File: src/rtl/aes_key_sched_seq.sv
// ============================================================================
// Module   : aes_key_sched_seq (with aes_sbox cell)
// Purpose  : Flow-controlled AES-128 key schedule, one round key per beat.
// Revision : 1.0  initial release
// ============================================================================
`default_nettype none

module aes_sbox (
    input  logic [7:0] i_in,
    output logic [7:0] o_out
);
    function automatic logic [7:0] gf_mul(input logic [7:0] a, input logic [7:0] b);
        logic [7:0] p;
        logic [7:0] aa;
        p  = 8'h00;
        aa = a;
        for (int i = 0; i < 8; i++) begin
            if (b[i]) p = p ^ aa;
            aa = {aa[6:0], 1'b0} ^ (aa[7] ? 8'h1b : 8'h00);
        end
        return p;
    endfunction

    // Inverse as x^254 (x^2 * x^4 * ... * x^128); maps 0 to 0 as required.
    function automatic logic [7:0] sbox_f(input logic [7:0] x);
        logic [7:0] sq;
        logic [7:0] r;
        sq = x;
        r  = 8'h01;
        for (int i = 1; i < 8; i++) begin
            sq = gf_mul(sq, sq);
            r  = gf_mul(r, sq);
        end
        return r ^ {r[6:0], r[7]} ^ {r[5:0], r[7:6]} ^ {r[4:0], r[7:5]}
                 ^ {r[3:0], r[7:4]} ^ 8'h63;
    endfunction

    assign o_out = sbox_f(i_in);
endmodule

module aes_key_sched_seq #(
    parameter int NUM_RK    = 11,
    parameter int SBOX_INST = 4
) (
    input  logic         clk,
    input  logic         rst,
    input  logic [127:0] key_in,
    input  logic         key_valid,
    output logic         key_ready,
    output logic [127:0] rk_data,
    output logic [3:0]   rk_idx,
    output logic         rk_valid,
    input  logic         rk_ready,
    output logic         done
);
    generate
        if (NUM_RK != 11) begin : g_bad_num_rk
            $error("aes_key_sched_seq: NUM_RK must be 11");
        end
        if (SBOX_INST != 4) begin : g_bad_sbox_inst
            $error("aes_key_sched_seq: SBOX_INST must be 4");
        end
    endgenerate

    localparam logic [3:0] c_LAST_IDX = 4'(NUM_RK - 1);

    typedef enum logic [0:0] {
        IDLE = 1'b0,
        EMIT = 1'b1
    } state_t;

    state_t       r_state;
    state_t       w_state_nxt;
    logic [127:0] r_rk;
    logic [3:0]   r_idx;
    logic [7:0]   r_rcon;
    logic         r_done;

    logic         w_key_ready;
    logic         w_rk_valid;
    logic         w_key_acc;
    logic         w_rk_acc;
    logic [31:0]  w_rot;
    logic [31:0]  w_sub;
    logic [31:0]  w_t;
    logic [31:0]  w_w0n;
    logic [31:0]  w_w1n;
    logic [31:0]  w_w2n;
    logic [31:0]  w_w3n;
    logic [7:0]   w_rcon_nxt;

    always_comb begin
        w_state_nxt = r_state;
        w_key_ready = 1'b0;
        w_rk_valid  = 1'b0;
        case (r_state)
            IDLE: begin
                w_key_ready = 1'b1;
                if (key_valid) w_state_nxt = EMIT;
            end
            EMIT: begin
                w_rk_valid = 1'b1;
                if (rk_ready && (r_idx == c_LAST_IDX)) w_state_nxt = IDLE;
            end
            default: w_state_nxt = IDLE;
        endcase
    end

    assign w_key_acc = key_valid & w_key_ready;
    assign w_rk_acc  = w_rk_valid & rk_ready;

    // RotWord of w3, then SubWord through one S-box per byte.
    assign w_rot = {r_rk[23:0], r_rk[31:24]};

    genvar gi;
    generate
        for (gi = 0; gi < 4; gi++) begin : g_sbox
            aes_sbox u_sbox (
                .i_in  (w_rot[8*gi +: 8]),
                .o_out (w_sub[8*gi +: 8])
            );
        end
    endgenerate

    assign w_t        = w_sub ^ {r_rcon, 24'h000000};
    assign w_w0n      = r_rk[127:96] ^ w_t;
    assign w_w1n      = r_rk[95:64]  ^ w_w0n;
    assign w_w2n      = r_rk[63:32]  ^ w_w1n;
    assign w_w3n      = r_rk[31:0]   ^ w_w2n;
    assign w_rcon_nxt = {r_rcon[6:0], 1'b0} ^ (r_rcon[7] ? 8'h1b : 8'h00);

    always_ff @(posedge clk) begin
        if (!rst) begin
            r_state <= IDLE;
            r_rk    <= 128'h0;
            r_idx   <= 4'd0;
            r_rcon  <= 8'h01;
            r_done  <= 1'b0;
        end else begin
            r_state <= w_state_nxt;
            r_done  <= 1'b0;
            if (w_key_acc) begin
                r_rk   <= key_in;
                r_idx  <= 4'd0;
                r_rcon <= 8'h01;
            end else if (w_rk_acc) begin
                if (r_idx != c_LAST_IDX) begin
                    r_rk   <= {w_w0n, w_w1n, w_w2n, w_w3n};
                    r_idx  <= r_idx + 4'd1;
                    r_rcon <= w_rcon_nxt;
                end else begin
                    r_done <= 1'b1;
                end
            end
        end
    end

    assign key_ready = w_key_ready;
    assign rk_valid  = w_rk_valid;
    assign rk_data   = r_rk;
    assign rk_idx    = r_idx;
    assign done      = r_done;
endmodule

`default_nettype wire

File: config.mk
export PLATFORM = sky130hd
export DESIGN_NAME = aes_key_sched_seq
export DESIGN_NICKNAME = d
export VERILOG_FILES = /design/src/rtl/aes_key_sched_seq.sv
export SDC_FILE = /design/constraint.sdc
export NUM_CORES = 2
export LEC_CHECK = 0
export CAP_MARGIN = 20
export CORE_MARGIN = 2
export CORE_UTILIZATION = 30
export CTS_BUF_LIST = sky130_fd_sc_hd__clkbuf_16
export DETAILED_ROUTE_END_ITERATION = 10
export GPL_TIMING_DRIVEN = 1
export PLACE_DENSITY = 0.52
export SETUP_SLACK_MARGIN = 0.02
export SYNTH_ARGS = -nofsm -noshare
export SYNTH_HDL_FRONTEND = slang
export SYNTH_HIERARCHICAL = 1
export SYNTH_SLANG_ARGS = --single-unit
File: constraint.sdc
create_clock -name clk -period 17.3 [get_ports clk]
set_input_delay 2.595 -clock clk [delete_from_list [all_inputs] [get_ports clk]]
set_output_delay 2.595 -clock clk [all_outputs]
set_load 0.01 [all_outputs]
Word-level counts from Yosys, hierarchy flattened
Index checks and enable logic that the tools add are counted.
{"block": "totals", "n_memories": 0, "rom_bits": 0, "out_inout_bits": 135, "latch_bits": 0, "word_cells": 1624, "reg_bits": 142, "mem_bits_rw": 0}
{"block": "op_classes", "n_reduce_logical": 7, "add_sub_neg": 1, "mux": 822, "n_div": 0, "n_bitwise": 787, "shifts": 0, "magnitude_cmp": 0, "n_mul": 0, "eq_ne": 2}
{"operator": "$xor 8x8->8", "count": 744}
{"operator": "$mux 8", "count": 420}
{"operator": "$mux 5", "count": 369}
{"operator": "$mux 128", "count": 3}
{"operator": "$xor 32x32->32", "count": 5}
{"operator": "$mux 7", "count": 4}
{"operator": "$not 1->1 const A", "count": 28}
{"operator": "$mux 6", "count": 4}
{"operator": "$mux 4", "count": 4}
{"operator": "$not 4->4", "count": 4}
{"operator": "$mux 3", "count": 4}
{"operator": "$mux 1", "count": 9}
{"operator": "$mux 2", "count": 4}
{"operator": "$xor 8x5->8", "count": 1}
{"operator": "$add 4x1->4 const B", "count": 1}
{"operator": "$eq 4x4->1 const B", "count": 1}
{"operator": "$ne 4x4->1 const B", "count": 1}
{"operator": "$reduce_and 2->1", "count": 2}
{"operator": "$reduce_bool 2->1", "count": 2}
{"operator": "$not 1->1", "count": 3}
{"operator": "$reduce_or 3->1", "count": 1}
{"operator": "$and 1x1->1", "count": 2}
{"operator": "$pmux 1 s2", "count": 1}
{"operator": "$reduce_or 2->1", "count": 1}
{"operator": "$logic_and 1x1->1", "count": 1}

Depth between registers and ports, before layout
{"block": "depth", "ltp_word": 140, "mapped_depth": 63}

Modules after synthesis
The synthesis kept the hierarchy.
{"mod": "aes_sbox", "n_inst": 4, "cells_each": 1942, "area_each_um2": 15220.8}
{"mod": "aes_key_sched_seq", "n_inst": 1, "cells_each": 889, "area_each_um2": 7773.7}

Worst setup path after synthesis
Ideal clock, no wire load.
{"block": "synth_path", "path_kind": "register to register", "startpoint": "reg r_rk[23], in the netlist rk_data[23]", "endpoint": "reg r_rk[24], in the netlist rk_data[24]", "setup_slack_ps": 1736, "path_buffers": 7, "required_ps": 17226, "arrival_ps": 15490, "setup_time_ps": 74, "path_stages_with_launch": 61, "period_less_slack_ps": 15564, "cell_sequence": "dfxtp_1 -> buf_2 -> buf_2 -> nand2_1 -> xor2_1 -> inv_2 -> buf_1 -> clkbuf_1 -> ha_1 -> buf_1 -> nand2_1 -> xor2_1 -> xnor2_1 -> clkinv_1 -> buf_1 -> ha_1 -> xnor2_1 -> nand2_1 -> (+25 left out) -> nand3_1 -> a311o_1 -> o211a_1 -> a21oi_1 -> xnor2_4 -> inv_2 -> xnor2_2 -> xor2_2 -> nor2_1 -> xnor3_1 -> xnor2_1 -> xnor3_1 -> xnor3_1 -> xnor2_1 -> xnor2_2 -> xnor3_1 -> or3_1 -> a31oi_1"}
{"block": "synth_between", "elab_chain_cells": 137, "elab_cells_between_ends": 394, "cone_classes": "mux: 202; bitwise: 192"}
{"element": "start, declared", "line": "74", "text": "logic [127:0] r_rk;"}
{"element": "start signal, assigned", "line": "143", "text": "r_rk <= key_in;"}
{"element": "start signal, assigned", "line": "148", "text": "r_rk <= {w_w0n, w_w1n, w_w2n, w_w3n};"}
{"element": "$mux 5 / $mux 8 (equally long branches)", "line": "19, 18"}
{"element": "$xor 8x8->8 (on tied branches)", "line": "19, 18"}
{"element": "$xor 8x8->8 / $mux 8 (equally long branches)", "line": "18", "text": "if (b[i]) p = p ^ aa;"}
{"element": "$mux 8 / $xor 8x8->8 (equally long branches)", "line": "18"}
{"element": "$xor 8x8->8 / $mux 8 (equally long branches)", "line": "18"}
{"element": "$mux 8 / $xor 8x8->8 (equally long branches)", "line": "18"}
{"element": "$xor 8x8->8 / $mux 8 (equally long branches)", "line": "18"}
{"element": "$mux 8 / $xor 8x8->8 (equally long branches)", "line": "18"}
{"element": "(+121 left out)"}
{"element": "net w_sub[24]", "line": "84", "text": "logic [31:0] w_sub;"}
{"element": "$xor 32x32->32 *", "line": "125", "text": "assign w_t = w_sub ^ {r_rcon, 24'h000000};"}
{"element": "$xor 32x32->32 *", "line": "126", "text": "assign w_w0n = r_rk[127:96] ^ w_t;"}
{"element": "$xor 32x32->32 *", "line": "127", "text": "assign w_w1n = r_rk[95:64] ^ w_w0n;"}
{"element": "$xor 32x32->32 *", "line": "128", "text": "assign w_w2n = r_rk[63:32] ^ w_w1n;"}
{"element": "$xor 32x32->32 *", "line": "129", "text": "assign w_w3n = r_rk[31:0] ^ w_w2n;"}
{"element": "$mux 128 *", "line": "147", "text": "if (r_idx != c_LAST_IDX) begin"}
{"element": "$mux 128 *", "line": "146", "text": "end else if (w_rk_acc) begin"}
{"element": "$mux 128 *", "line": "142", "text": "if (w_key_acc) begin"}
Mark *: on every way through the listed nets, which the timed path passes. The rest lies on a longest branch. The select of a mux whose other input is x is not followed.
A chain may end at the register's enable or synchronous reset.

Worst setup path after layout
{"block": "layout_path", "startpoint": "reg r_rk[16], in the netlist rk_data[16]", "endpoint": "reg r_rk[24], in the netlist rk_data[24]"}
{"block": "layout_between", "elab_chain_cells": 137, "elab_cells_between_ends": 391, "cone_classes": "mux: 199; bitwise: 192"}
{"element": "$mux 8", "line": "18"}
{"element": "$xor 8x8->8", "line": "18"}
{"element": "$mux 8", "line": "18"}
{"element": "$xor 8x8->8", "line": "18"}
{"element": "$mux 8", "line": "18"}
{"element": "$xor 8x8->8", "line": "18"}
{"element": "$mux 8", "line": "18"}
{"element": "$xor 8x8->8", "line": "18"}
{"element": "(+121 left out)"}
{"element": "net w_sub[24]", "line": "84"}
{"element": "$xor 32x32->32 *", "line": "125"}
{"element": "$xor 32x32->32 *", "line": "126"}
{"element": "$xor 32x32->32 *", "line": "127"}
{"element": "$xor 32x32->32 *", "line": "128"}
{"element": "$xor 32x32->32 *", "line": "129"}
{"element": "$mux 128 *", "line": "147"}
{"element": "$mux 128 *", "line": "146"}
{"element": "$mux 128 *", "line": "142"}
Marks and branches as above.

==> impl_metrics.json <==
{
  "run_status": "complete, no violations",
  "critical_path_depth": 54,
  "drc_errors": 0,
  "die-height_um": 482,
  "cts-root-to-sink-buffers": 2,
  "fillCellCount": 23600,
  "floorplan.die_area_sq_um": 233000,
  "layout_worst_path_cycle_share": 0.963,
  "wire_per_inst_um": 21.4,
  "min_from": "rk_data[116]",
  "globalRouteTotalUtil": 0.209,
  "reg2regPathDepth": 54,
  "regToRegStartpoint": "rk_data[16]",
  "kind_of_cell_adding_the_most_delay_to_the_critical_path": "XOR/XNOR gates",
  "layout-drive-gt1-share": 0.141,
  "antenna_found_initial": 10,
  "core_sq_um": 227000,
  "htree_num_levels": 4,
  "finish.utilization": 0.340,
  "dp_slack_ns": -0.500,
  "first_pass_grt_wire_length_um": 386000,
  "yosysSeqAreaShare": 0.0414,
  "route.vias.total": 64300,
  "clock_tree.root_cell": "sky130_fd_sc_hd__clkbuf_16",
  "drt_first_pass_iters": 5,
  "final_cell_area_sq_um": 77400,
  "io_buffer_count": 266,
  "worst-endpoint-arrival_ns": 17.09,
  "crit_start": "rk_data[16]",
  "hpwlAfterDp_um": 191000,
  "io_pins": 267,
  "final.min_clock_period_ns": 16.65,
  "max_freq_ghz": 0.0601,
  "ys_async_sr_fraction": 0,
  "min_path_type": "flop to flop",
  "largest_net_degree_at_the_start_of_global_routing": 73,
  "critical_path_peak_fanout": 12,
  "cts_num_sinks": 142,
  "dr.first_iter.drc_count": 5108,
  "worstSkewPairLatency_ns": 0.52,
  "clkTransAtPathRegs_ns": 0.09,
  "critical-path-max-stage-delay_ns": 0.55,
  "synth_seq_cells": 142,
  "end_kind": "flop",
  "wirelength_um": 253000,
  "cts-buffers-inserted": 17,
  "globalRouteOverflowTotal": 0,
  "setup_viol_count_final": 0,
  "netlist-cell-type-count": 114,
  "synth_nets": 8819,
  "ant_nets": 0,
  "area.growth.synth_to_final_pct": 12.8,
  "critPathBufInv": 3,
  "pin_slew_with_the_least_headroom_to_its_limit_ns": 1.19,
  "synth-warning-count": 6,
  "grt_pass1_vias": 61700,
  "postSynthCellCount": 8657,
  "timing.final.ws_setup_ns": 0.648,
  "nNetsFinal": 8958,
  "whs_path_depth": 2,
  "finalHoldViolCount": 0,
  "gp_congestion": 0.922,
  "timing_max_transition_violations_final": 0,
  "start_util": 0.302,
  "dpl-instance-area_sq_um": 75900,
  "average_vias_per_placed_instance": 5.43,
  "slew_headroom": 0.202,
  "clock-skew-final_ns": 0.0248,
  "worst_path_max_delay_cell": "sky130_fd_sc_hd__xnor3_1",
  "synth_edf_count": 0,
  "rsz0062_at_grt": "yes",
  "max_capacitance_violation_count": 0,
  "die-width_um": 482,
  "critical_path.startpoint_type": "flop",
  "cts_tree": "done",
  "synth-main-ff-cell": "sky130_fd_sc_hd__dfxtp_1",
  "placement_rows": 175,
  "syn_area_sq_um": 68700,
  "worst-endpoint-required_ns": 17.73,
  "syn_avg_cell_area_sq_um": 7.93,
  "critical_setup_path_class": "flop to flop",
  "crit_top_cell": "sky130_fd_sc_hd__xnor3_1"
}
==> worst paths after layout <==
| kind | end | slack, ns |
|---|---|---|
| max | rk_data[24] | 0.65 |
| min | rk_data[116] | 0.52 |
| max reg2reg | rk_data[24] | 0.65 |
| min reg2reg | rk_data[116] | 0.52 |
==> placed cells by master (no fill, tap or decap), types with 30 or more instances in the layout <==
cell	count
sky130_fd_sc_hd__a31oi_1	100
sky130_fd_sc_hd__o22ai_1	108
sky130_fd_sc_hd__o211ai_1	44
sky130_fd_sc_hd__o21a_1	40
sky130_fd_sc_hd__o21ai_0	328
sky130_fd_sc_hd__clkdlybuf4s50_1	266
sky130_fd_sc_hd__nor4_1	53
sky130_fd_sc_hd__a311oi_1	39
sky130_fd_sc_hd__and3_1	30
sky130_fd_sc_hd__xor3_2	32
sky130_fd_sc_hd__a2bb2oi_1	36
sky130_fd_sc_hd__a22oi_1	79
sky130_fd_sc_hd__nor2b_1	73
sky130_fd_sc_hd__nand2_1	850
sky130_fd_sc_hd__a21oi_1	384
sky130_fd_sc_hd__xnor2_1	1362
sky130_fd_sc_hd__xnor2_2	241
sky130_fd_sc_hd__nor3_1	262
sky130_fd_sc_hd__a211oi_1	64
sky130_fd_sc_hd__dfxtp_1	139
sky130_fd_sc_hd__mux2i_1	232
sky130_fd_sc_hd__mux2_2	48
sky130_fd_sc_hd__xor2_1	345
sky130_fd_sc_hd__o21ai_1	80
sky130_fd_sc_hd__xnor3_2	55
sky130_fd_sc_hd__and2_1	52
sky130_fd_sc_hd__nand2b_1	102
sky130_fd_sc_hd__inv_1	74
sky130_fd_sc_hd__nand3_1	209
sky130_fd_sc_hd__a32oi_1	64
sky130_fd_sc_hd__xnor3_1	353
sky130_fd_sc_hd__nor2_1	1106
sky130_fd_sc_hd__xnor2_4	63
sky130_fd_sc_hd__or3_1	84
sky130_fd_sc_hd__nand4_1	58
sky130_fd_sc_hd__xor3_1	52
sky130_fd_sc_hd__buf_4	458
sky130_fd_sc_hd__o31ai_1	43
sky130_fd_sc_hd__xor2_2	62
==> area by class of cell <==
| class | count | area (sq um) | share of cell area |
|---|---|---|---|
| Multi-Input combinational cell | 7795 | 63600 | 0.822 |
| Timing Repair Buffer | 729 | 6190 | 0.0800 |
| Tap cell | 3009 | 3760 | 0.0486 |
| Sequential cell | 142 | 2850 | 0.0368 |
| Clock buffer | 17 | 425 | 0.00549 |
| Inverter | 111 | 419 | 0.00541 |
| Clock inverter | 15 | 145 | 0.00187 |
| Antenna cell | 8 | 20.0 | 0.000259 |
==> metal layers <==
layer,wire length [um],track usage,up-vias
li1,-,-,30600
met1,110000,0.274,31400
met2,120000,0.352,1921
met3,11500,0.0151,274
met4,11400,0.0905,0
met5,0,0,-
==> cells in the mapped netlist (all sizes together) (81+ instances only) <==
cell type / n / share of area
xnor2: 1664 / 0.24
nor2: 1137 / 0.063
nand2: 857 / 0.047
xor2: 428 / 0.064
o21ai: 412 / 0.031
xnor3: 408 / 0.13
a21oi: 393 / 0.030
clkbuf: 319 / 0.017
buf: 292 / 0.026
nor3: 275 / 0.021
mux2i: 240 / 0.036
nand3: 209 / 0.015
dfxtp: 142 / 0.041
o22ai: 112 / 0.011
a31oi: 105 / 0.0099
inv: 102 / 0.0056
nand2b: 102 / 0.0093
a22oi: 87 / 0.010
or3: 84 / 0.0077
xor3: 84 / 0.030
nor2b: 81 / 0.0075
==> state kept, by name, indices dropped and copies added (netlist names) <==
signal / cells
rk_data: 128
r_rcon: 8
rk_idx: 4
done: 1
r_state: 1
==> cells by family (layout without fill, tap and decap cells) <==
family | count (synthesis) | in the layout | share of synthesized area
other | 0 | 8 | 0
buffers and inverters | 722 | 872 | 0.0492
DFF | 142 | 142 | 0.0414
muxes | 292 | 292 | 0.0450
and+or+nand+nor | 3090 | 3090 | 0.207
AOI/OAI and AO/OA | 1793 | 1793 | 0.179
adders and majority gates | 34 | 34 | 0.00605
xor gates and xnor gates | 2584 | 2586 | 0.473
==> worst reg2reg max path, delay by kind of cell (launching register included) <==
kind	cells	cell delay (ns)
flip-flops	1	0.36
buffers and inverters	3	0.56
AND/OR/NAND/NOR	10	2.47
AO/OA/AOI/OAI	15	4.53
multiplexers	4	0.90
XOR/XNOR	19	6.60
adder cells (fa/ha/maj)	3	1.16
==> stage by stage <==
| stage | TNS, ns | hold slack [ns] | cells |
|---|---|---|---|
| 2_1_floorplan | 0 | 0.479 | 8657 |
| 3_3_place_gp | -0.710 | 0.492 | 11800 |
| 3_5_place_dp | -1.66 | 0.506 | 11800 |
| 4_1_cts | -0.0617 | 0.516 | 11800 |
| 5_1_grt | -0.0929 | 0.534 | 11800 |
| 6_report | 0 | 0.519 | 11800 |
==> what timing repair did <==
item / 4_1_cts / 5_1_grt
hold buffers: 0 / 0
gates resized for setup: 17 / 82
buffers inserted: 0 / 23
endpoints found under the hold margin: 0 / 0
cloned: 0 / 2
endpoints found under the setup margin: 16 / 116
pin swaps: 0 / 11
Power is not shown: default switching activity piles up to over one toggle a cycle in this logic, so the estimate is an artifact.
